===== config.mk =====
export PLATFORM = sky130hd
export DESIGN_NAME = host_reg_bridge
export DESIGN_NICKNAME = d
export VERILOG_FILES = /design/src/rtl/host_reg_bridge_pkg.sv /design/src/rtl/host_reg_bridge_resp_serializer.sv /design/src/rtl/host_reg_bridge.sv
export SDC_FILE = /design/constraint.sdc
export NUM_CORES = 1
export LEC_CHECK = 0
export CAP_MARGIN = 20
export CORE_ASPECT_RATIO = 1.4
export CORE_MARGIN = 2
export CORE_UTILIZATION = 35
export DETAILED_ROUTE_END_ITERATION = 16
export GPL_ROUTABILITY_DRIVEN = 1
export HOLD_SLACK_MARGIN = 0.1
export PLACE_DENSITY = 0.61
export SLEW_MARGIN = 25
export SYNTH_ARGS = -nofsm -noshare
export SYNTH_HDL_FRONTEND = slang
export SYNTH_SLANG_ARGS = --single-unit

===== constraint.sdc =====
create_clock -name clk -period 3.4 [get_ports clk]
set_input_delay 0.85 -clock clk [delete_from_list [all_inputs] [get_ports clk]]
set_output_delay 0.85 -clock clk [all_outputs]
set_load 0.1 [all_outputs]

===== src/rtl/host_reg_bridge_pkg.sv =====
// Shared constants for the host register bridge: opcodes, response codes,
// FSM state encoding and frame byte counts.
package host_reg_bridge_pkg;

  localparam logic [7:0] OP_NOP = 8'h00;
  localparam logic [7:0] OP_WR  = 8'h01;
  localparam logic [7:0] OP_RD  = 8'h02;

  localparam logic [7:0] RSP_WR_ACK = 8'h81;
  localparam logic [7:0] RSP_RD     = 8'h82;
  localparam logic [7:0] RSP_ERR    = 8'hFF;

  typedef logic [2:0] state_t;

  localparam state_t ST_IDLE    = 3'd0;
  localparam state_t ST_ADDR    = 3'd1;
  localparam state_t ST_DATA    = 3'd2;
  localparam state_t ST_WR_STB  = 3'd3;
  localparam state_t ST_RD_STB  = 3'd4;
  localparam state_t ST_RD_WAIT = 3'd5;
  localparam state_t ST_RESP    = 3'd6;

  localparam int ADDR_BYTES  = 4;
  localparam int DATA_BYTES  = 4;
  localparam int RESP_BYTES  = 5;   // widest response: code + 4 read-data bytes
  localparam int RD_RESP_LEN = 5;
  localparam int ACK_LEN     = 1;

endpackage


===== src/rtl/host_reg_bridge_resp_serializer.sv =====
// Response byte serializer: loads up to RESP_BYTES bytes (first byte in the
// top lane) plus a count, and hands them out one per tx handshake.
module host_reg_bridge_resp_serializer
  import host_reg_bridge_pkg::*;
(
  input  logic                    clk,
  input  logic                    reset_n,
  input  logic                    load,
  input  logic [8*RESP_BYTES-1:0] load_bytes,
  input  logic [2:0]              load_len,
  output logic [7:0]              tx_data,
  output logic                    tx_valid,
  input  logic                    tx_ready,
  output logic                    tx_last
);

  logic [8*RESP_BYTES-1:0] sh_q;
  logic [2:0]              left_q;

  assign tx_data  = sh_q[8*RESP_BYTES-1 -: 8];
  assign tx_valid = (left_q != 3'd0);
  assign tx_last  = (left_q == 3'd1);

  // Shift register advances one byte per accepted transfer; holds while stalled.
  always_ff @(posedge clk) begin
    if (!reset_n) begin
      sh_q   <= '0;
      left_q <= 3'd0;
    end else if (load) begin
      sh_q   <= load_bytes;
      left_q <= load_len;
    end else if (tx_valid && tx_ready) begin
      sh_q   <= {sh_q[8*RESP_BYTES-9:0], 8'h00};
      left_q <= left_q - 3'd1;
    end
  end

endmodule


===== src/rtl/host_reg_bridge.sv =====
// Host register bridge: decodes framed command bytes from the host byte
// stream into single-cycle register-bus strobes and returns responses.
//
// state      | meaning
// -----------+-----------------------------------------------------
// IDLE       | waiting for opcode byte
// ADDR       | collecting 4 address bytes, MSB first
// DATA       | collecting 4 write-data bytes, MSB first
// WR_STB     | wr_strobe cycle
// RD_STB     | rd_strobe cycle
// RD_WAIT    | waiting RD_LAT cycles for slave read data
// RESP       | serializer sending response bytes
module host_reg_bridge
  import host_reg_bridge_pkg::*;
#(
  parameter int RD_LAT  = 1,
  parameter int TIMEOUT = 50000
) (
  input  logic        clk,
  input  logic        reset_n,
  input  logic [7:0]  rx_data,
  input  logic        rx_valid,
  output logic        rx_ready,
  output logic [7:0]  tx_data,
  output logic        tx_valid,
  input  logic        tx_ready,
  output logic [30:0] addr_bus,
  output logic [31:0] data_bus_wr,
  input  logic [31:0] data_bus_rd,
  output logic        wr_strobe,
  output logic        rd_strobe,
  output logic        busy
);

  localparam int TMO_W = $clog2(TIMEOUT + 1);

  state_t                  state_q, state_d;
  logic [1:0]              byte_cnt_q;
  logic                    is_rd_q;
  logic [TMO_W-1:0]        tmo_q;
  logic [1:0]              lat_q;
  logic                    rx_xfer;
  logic                    tmo_hit;
  logic                    addr_last;
  logic                    data_last;
  logic                    loading;
  logic                    ser_load;
  logic [8*RESP_BYTES-1:0] ser_bytes;
  logic [2:0]              ser_len;
  logic                    tx_last;

  assign rx_xfer   = rx_valid && rx_ready;
  assign loading   = (state_q == ST_ADDR) || (state_q == ST_DATA);
  assign tmo_hit   = loading && !rx_xfer && (tmo_q == TMO_W'(1));
  assign addr_last = (byte_cnt_q == 2'(ADDR_BYTES - 1));
  assign data_last = (byte_cnt_q == 2'(DATA_BYTES - 1));

  assign wr_strobe = (state_q == ST_WR_STB);
  assign rd_strobe = (state_q == ST_RD_STB);
  assign busy      = (state_q != ST_IDLE);

  // Next-state decode and response loading.
  always_comb begin
    state_d   = state_q;
    ser_load  = 1'b0;
    ser_bytes = '0;
    ser_len   = 3'd0;
    case (state_q)
      ST_IDLE: begin
        if (rx_xfer) begin
          if (rx_data == OP_WR || rx_data == OP_RD) begin
            state_d = ST_ADDR;
          end else if (rx_data != OP_NOP) begin
            state_d   = ST_RESP;
            ser_load  = 1'b1;
            ser_bytes = {RSP_ERR, 32'h0};
            ser_len   = 3'(ACK_LEN);
          end
        end
      end
      ST_ADDR: begin
        if (rx_xfer && addr_last) state_d = is_rd_q ? ST_RD_STB : ST_DATA;
        else if (tmo_hit)         state_d = ST_IDLE;
      end
      ST_DATA: begin
        if (rx_xfer && data_last) state_d = ST_WR_STB;
        else if (tmo_hit)         state_d = ST_IDLE;
      end
      ST_WR_STB: begin
        state_d   = ST_RESP;
        ser_load  = 1'b1;
        ser_bytes = {RSP_WR_ACK, 32'h0};
        ser_len   = 3'(ACK_LEN);
      end
      ST_RD_STB: state_d = ST_RD_WAIT;
      ST_RD_WAIT: begin
        if (lat_q == 2'd0) begin
          state_d   = ST_RESP;
          ser_load  = 1'b1;
          ser_bytes = {RSP_RD, data_bus_rd};
          ser_len   = 3'(RD_RESP_LEN);
        end
      end
      ST_RESP: begin
        if (tx_valid && tx_ready && tx_last) state_d = ST_IDLE;
      end
      default: state_d = ST_IDLE;
    endcase
  end

  // State register; rx_ready is registered from the next state so it is low in reset.
  always_ff @(posedge clk) begin
    if (!reset_n) begin
      state_q  <= ST_IDLE;
      rx_ready <= 1'b0;
    end else begin
      state_q  <= state_d;
      rx_ready <= (state_d == ST_IDLE) || (state_d == ST_ADDR) || (state_d == ST_DATA);
    end
  end

  // Frame bookkeeping: opcode kind and byte position within the field.
  always_ff @(posedge clk) begin
    if (!reset_n) begin
      is_rd_q    <= 1'b0;
      byte_cnt_q <= 2'd0;
    end else if (state_q == ST_IDLE && rx_xfer) begin
      is_rd_q    <= (rx_data == OP_RD);
      byte_cnt_q <= 2'd0;
    end else if (loading && rx_xfer) begin
      byte_cnt_q <= byte_cnt_q + 2'd1;
    end
  end

  // Bus registers only move while bytes are being loaded; top address bit falls off.
  always_ff @(posedge clk) begin
    if (!reset_n) begin
      addr_bus    <= '0;
      data_bus_wr <= '0;
    end else if (rx_xfer) begin
      if (state_q == ST_ADDR) addr_bus    <= {addr_bus[22:0], rx_data};
      if (state_q == ST_DATA) data_bus_wr <= {data_bus_wr[23:0], rx_data};
    end
  end

  // Inter-byte timeout down-counter, reloaded on every transfer and outside a frame.
  always_ff @(posedge clk) begin
    if (!reset_n)                tmo_q <= TMO_W'(TIMEOUT);
    else if (!loading || rx_xfer) tmo_q <= TMO_W'(TIMEOUT);
    else                         tmo_q <= tmo_q - TMO_W'(1);
  end

  // Read latency down-counter; capture happens when it reaches zero in RD_WAIT.
  always_ff @(posedge clk) begin
    if (!reset_n)                                lat_q <= 2'd0;
    else if (state_q == ST_RD_STB)               lat_q <= 2'(RD_LAT - 1);
    else if (state_q == ST_RD_WAIT && lat_q != 0) lat_q <= lat_q - 2'd1;
  end

  host_reg_bridge_resp_serializer u_resp_serializer (
    .clk        (clk),
    .reset_n    (reset_n),
    .load       (ser_load),
    .load_bytes (ser_bytes),
    .load_len   (ser_len),
    .tx_data    (tx_data),
    .tx_valid   (tx_valid),
    .tx_ready   (tx_ready),
    .tx_last    (tx_last)
  );

endmodule


==> metrics.md <==
| Metric | Value |
|---|---|
| IO Port Bufs | approximately 120 |
| Detail Route met2 WL | around 7700 um |
| WL final | between 10000 and 15000 um |
| CTS tree | done |
| Syn-to-layout area delta | 29.9% |
| Synthesized cell area | between 5000 and 6000 sq um |
| Period utilisation layout | 86.0% |
| Max incr delay on CP | 0.59 ns |
| Die height | approximately 160 um |
| Placed cell area | 6860 sq um |
| Largest net degree at the start of global routing | between 50 and 60 |
| Highest Signal Layer | met4 |
| Sequential area share after synthesis | 45.4% |
| Clock root cell | clkbuf_16 |
| Worst-path clk slew | 0.05 ns |
| Routed wl met3 | 764 um |
| Reg-to-reg startpoint | u_resp_serializer.left_q[0] |
| Avg Synthesized Cell Area | approximately 8.4 sq um |
| Worst setup EP type | primary output |
| Min Tclk post-route | 2.92 ns |
| Pre-antenna DRT Iters | 4 |
| Die Area | roughly 18000 sq um |
| CP Class | reg -> out |
| Number of synthesized flops with an enable pin | 0 |
| Net Count, Synth | 737 |
| HPWL after DPL | ~10000 um |
| Hold Slack | 0.461 ns |
| Diodes inserted | 0 |
| Critical-path cell with the highest stage delay | dfxtp_1 |
| P per Cell Area | 709 nW/um^2 |
| Max VDD drop | between 0.0004 and 0.0005 V |
| Max cap viols | 0 |
| Worst Hold Class | reg -> reg |
| DRC violations left | 0 |
| Final ANT Viol Nets | 0 |
| Fmax | ~0.34 GHz |
| R2R Setup Slk | between 1 and 1.5 ns |
| Crit-path cells | inv_1 > nor2_1 > buf_4 |
| Combinational Power Share | between 20% and 30% |
| RSZ-0062 raised after global routing | false |
| Syn. warnings | 0 |
| Initial drt markers | approximately 240 |
| Initial Utilization | between 30% and 40% |
| Final setup TNS | 0 ns |
| Hold path startpoint | addr_bus[30] |
| Total grt overflow | 0 |
| Critical Path AT | a little over 2 ns |
| Final-stage net count | around 830 |
| Htree depth | 4 |
| Hold EP | addr_bus[30] |
| Slew Limit Fails | 0 |
| I/O pins | 120 |
| Final setup violation count | 0 |
| Routability Congestion | a little under 0.8 |
| Vias in the first global route | 5001 |
| DR WL/cell | between 15 and 20 um |
| R2R Path End | u_resp_serializer.sh_q[2] |
| Post-route cell area | roughly 7500 sq um |
| Core Box Area | 16200 sq um |
| Worst slew pin tran | 0.908 ns |
| Num CTS Buffers | 17 |
| Utilization after layout | 46.4% |
| CP required | 2.55 ns |
| CP top delay family | buffers and inverters |
| Synth Register Bits | 131 |
| Antenna violations before repair | 0 |
| Leak | ~2.8 nW |
| Worst setup SP type | flip-flop |
| Hold path cells | 2 |
| Num Clock Sinks | 131 |
| Die width | approximately 110 um |
| Share of cells above drive strength 1 | between 10% and 20% |
| Via density | 5.12 |
| CTS resizes | 0 |
| Clock skew | 0.00845 ns |
| Post-synth top flop | dfxtp_1 |
| Reg power frac | a little over a third |
| Run status | complete, no violations |
| Synth Instances | 686 |
| Worst r2r path cells | 9 |
| Distinct cell type count after synthesis | 48 |
| Net Sw Frac | 33.6% |
| Hold Buf Count CTS | 0 |
| GRT Total Usage | approximately 17% |
| Clock power share | between 30% and 40% |
| First-pass GRT wire length | roughly 24000 um |
| Fin. Hold Viols | 0 |
| Clock tree buffer depth | 2 |
| CP Max Fanout | 14 |
| Max_slew headroom | 38.9% |
| Vias | 5069 |
| P_sw | between 1.5 and 2 mW |
| Met1 WL | slightly above 6000 um |
| Async S/R FF share, synth | 0% |
| Setup bufs post-CTS | 0 |
| Clk_lat worst skew | 0.42 ns |
| Row count | 55 |
| Power consumption | 5.32 mW |
| Bufs and invs on worst path | 2 |
| Pint | approximately 3.5 mW |
## registers in the layout, indices dropped and copies added, names as in the netlist
| register | flops |
|---|---|
| state_q | 3 |
| data_bus_wr | 32 |
| rx_ready | 1 |
| u_resp_serializer.left_q | 3 |
| lat_q | 2 |
| byte_cnt_q | 2 |
| tmo_q | 16 |
| u_resp_serializer.sh_q | 40 |
| addr_bus | 31 |
| is_rd_q | 1 |
## through the flow
| step | setup slack, ns | instances |
|---|---|---|
| after global placement | 0.226 | 958 |
| after floorplan | 0.595 | 686 |
| final | 0.476 | 990 |
| after global routing | 0.403 | 990 |
| after CTS | 0.515 | 990 |
| after detailed placement | 0.176 | 958 |
## worst max-delay path by stage
stage | end | slack [ns] | from | cells past startpoint
global route | wr_strobe | 0.40 | state_q[0] | 3
detailed placement | u_resp_serializer.sh_q[2] | 0.18 | rx_data[2] | 7
finish | wr_strobe | 0.48 | state_q[0] | 3
CTS | wr_strobe | 0.52 | state_q[0] | 3
floorplan | rd_strobe | 0.60 | state_q[2] | 3
global placement | rx_ready | 0.23 | rx_data[2] | 6
## cells by family (layout without fill, tap and decap cells)
logic type                 after synthesis  count (layout)  share of synthesized area (%)
AOI/OAI and AO/OA                      143             143                           19.1
buffers and inverters                   70             175                           5.72
muxes                                    1               1                          0.173
DFF                                    131             131                           45.4
adders and majority gates                7               7                           1.52
and+or+nand+nor                        319             319                           25.8
xor gates and xnor gates                15              15                           2.28
## cells in the mapped netlist (all sizes together), types with 3 or more instances
cell | n | area (sq um)
a21boi | 68 | 510
a21oi | 14 | 70.1
and2 | 25 | 156
buf | 13 | 116
clkbuf | 48 | 180
dfxtp | 131 | 2620
ha | 7 | 87.6
inv | 9 | 33.8
nand2 | 155 | 582
nand2b | 3 | 18.8
nand3 | 23 | 115
nand4 | 3 | 18.8
nand4b | 3 | 26.3
nor2 | 21 | 78.8
nor2b | 7 | 43.8
nor3 | 60 | 300
nor4 | 3 | 18.8
o21a | 6 | 45.0
o21ai | 17 | 85.1
o221a | 25 | 282
xnor2 | 5 | 43.8
xor2 | 10 | 87.6
## per-layer routing
metal  up-vias  track usage, %
met4         0            6.91
met1      2402            19.2
met5         -               0
met2       110            30.0
met3        20            4.93
li1       2537               -
## placed cells by master, fill, tap and decap left out, types with 21 or more instances in the layout
| master | count |
|---|---|
| buf_4 | 92 |
| and2_1 | 25 |
| nand2_1 | 155 |
| nand3_1 | 23 |
| a21boi_0 | 68 |
| dfxtp_1 | 131 |
| nor3_1 | 57 |
| o221a_1 | 21 |
| nor2_1 | 21 |
| clkdlybuf4s50_1 | 42 |
## power groups by stage
| stage | Sequential [mW] | Clock, mW | Combinational [mW] |
|---|---|---|---|
| floorplan | 1.90 | 0 | 1.19 |
| finish | 1.87 | 1.99 | 1.45 |
| global route | 1.90 | 2.09 | 1.58 |
| CTS | 1.87 | 2.03 | 1.46 |
| detailed placement | 1.90 | 0 | 1.46 |
| global placement | 1.89 | 0 | 1.43 |
## final cells by class
type	count	area, sq um
Sequential cell	131	2620
Fill cell	1575	8670
Inverter	9	33.8
Clock inverter	12	203
Multi-Input combinational cell	485	2840
Timing Repair Buffer	134	1110
Tap cell	199	249
Clock buffer	20	437
## worst register-to-register path, delay by kind of cell, from the launching register on
| kind | cells | cell delay, ns |
|---|---|---|
| flip-flops | 1 | 0.33 |
| AND/OR/NAND/NOR | 3 | 0.68 |
| AO/OA/AOI/OAI | 1 | 0.17 |
| adder cells (fa/ha/maj) | 1 | 0.19 |
| buffers and inverters | 4 | 0.83 |
Note: power is estimated with default switching activity, not from simulation.
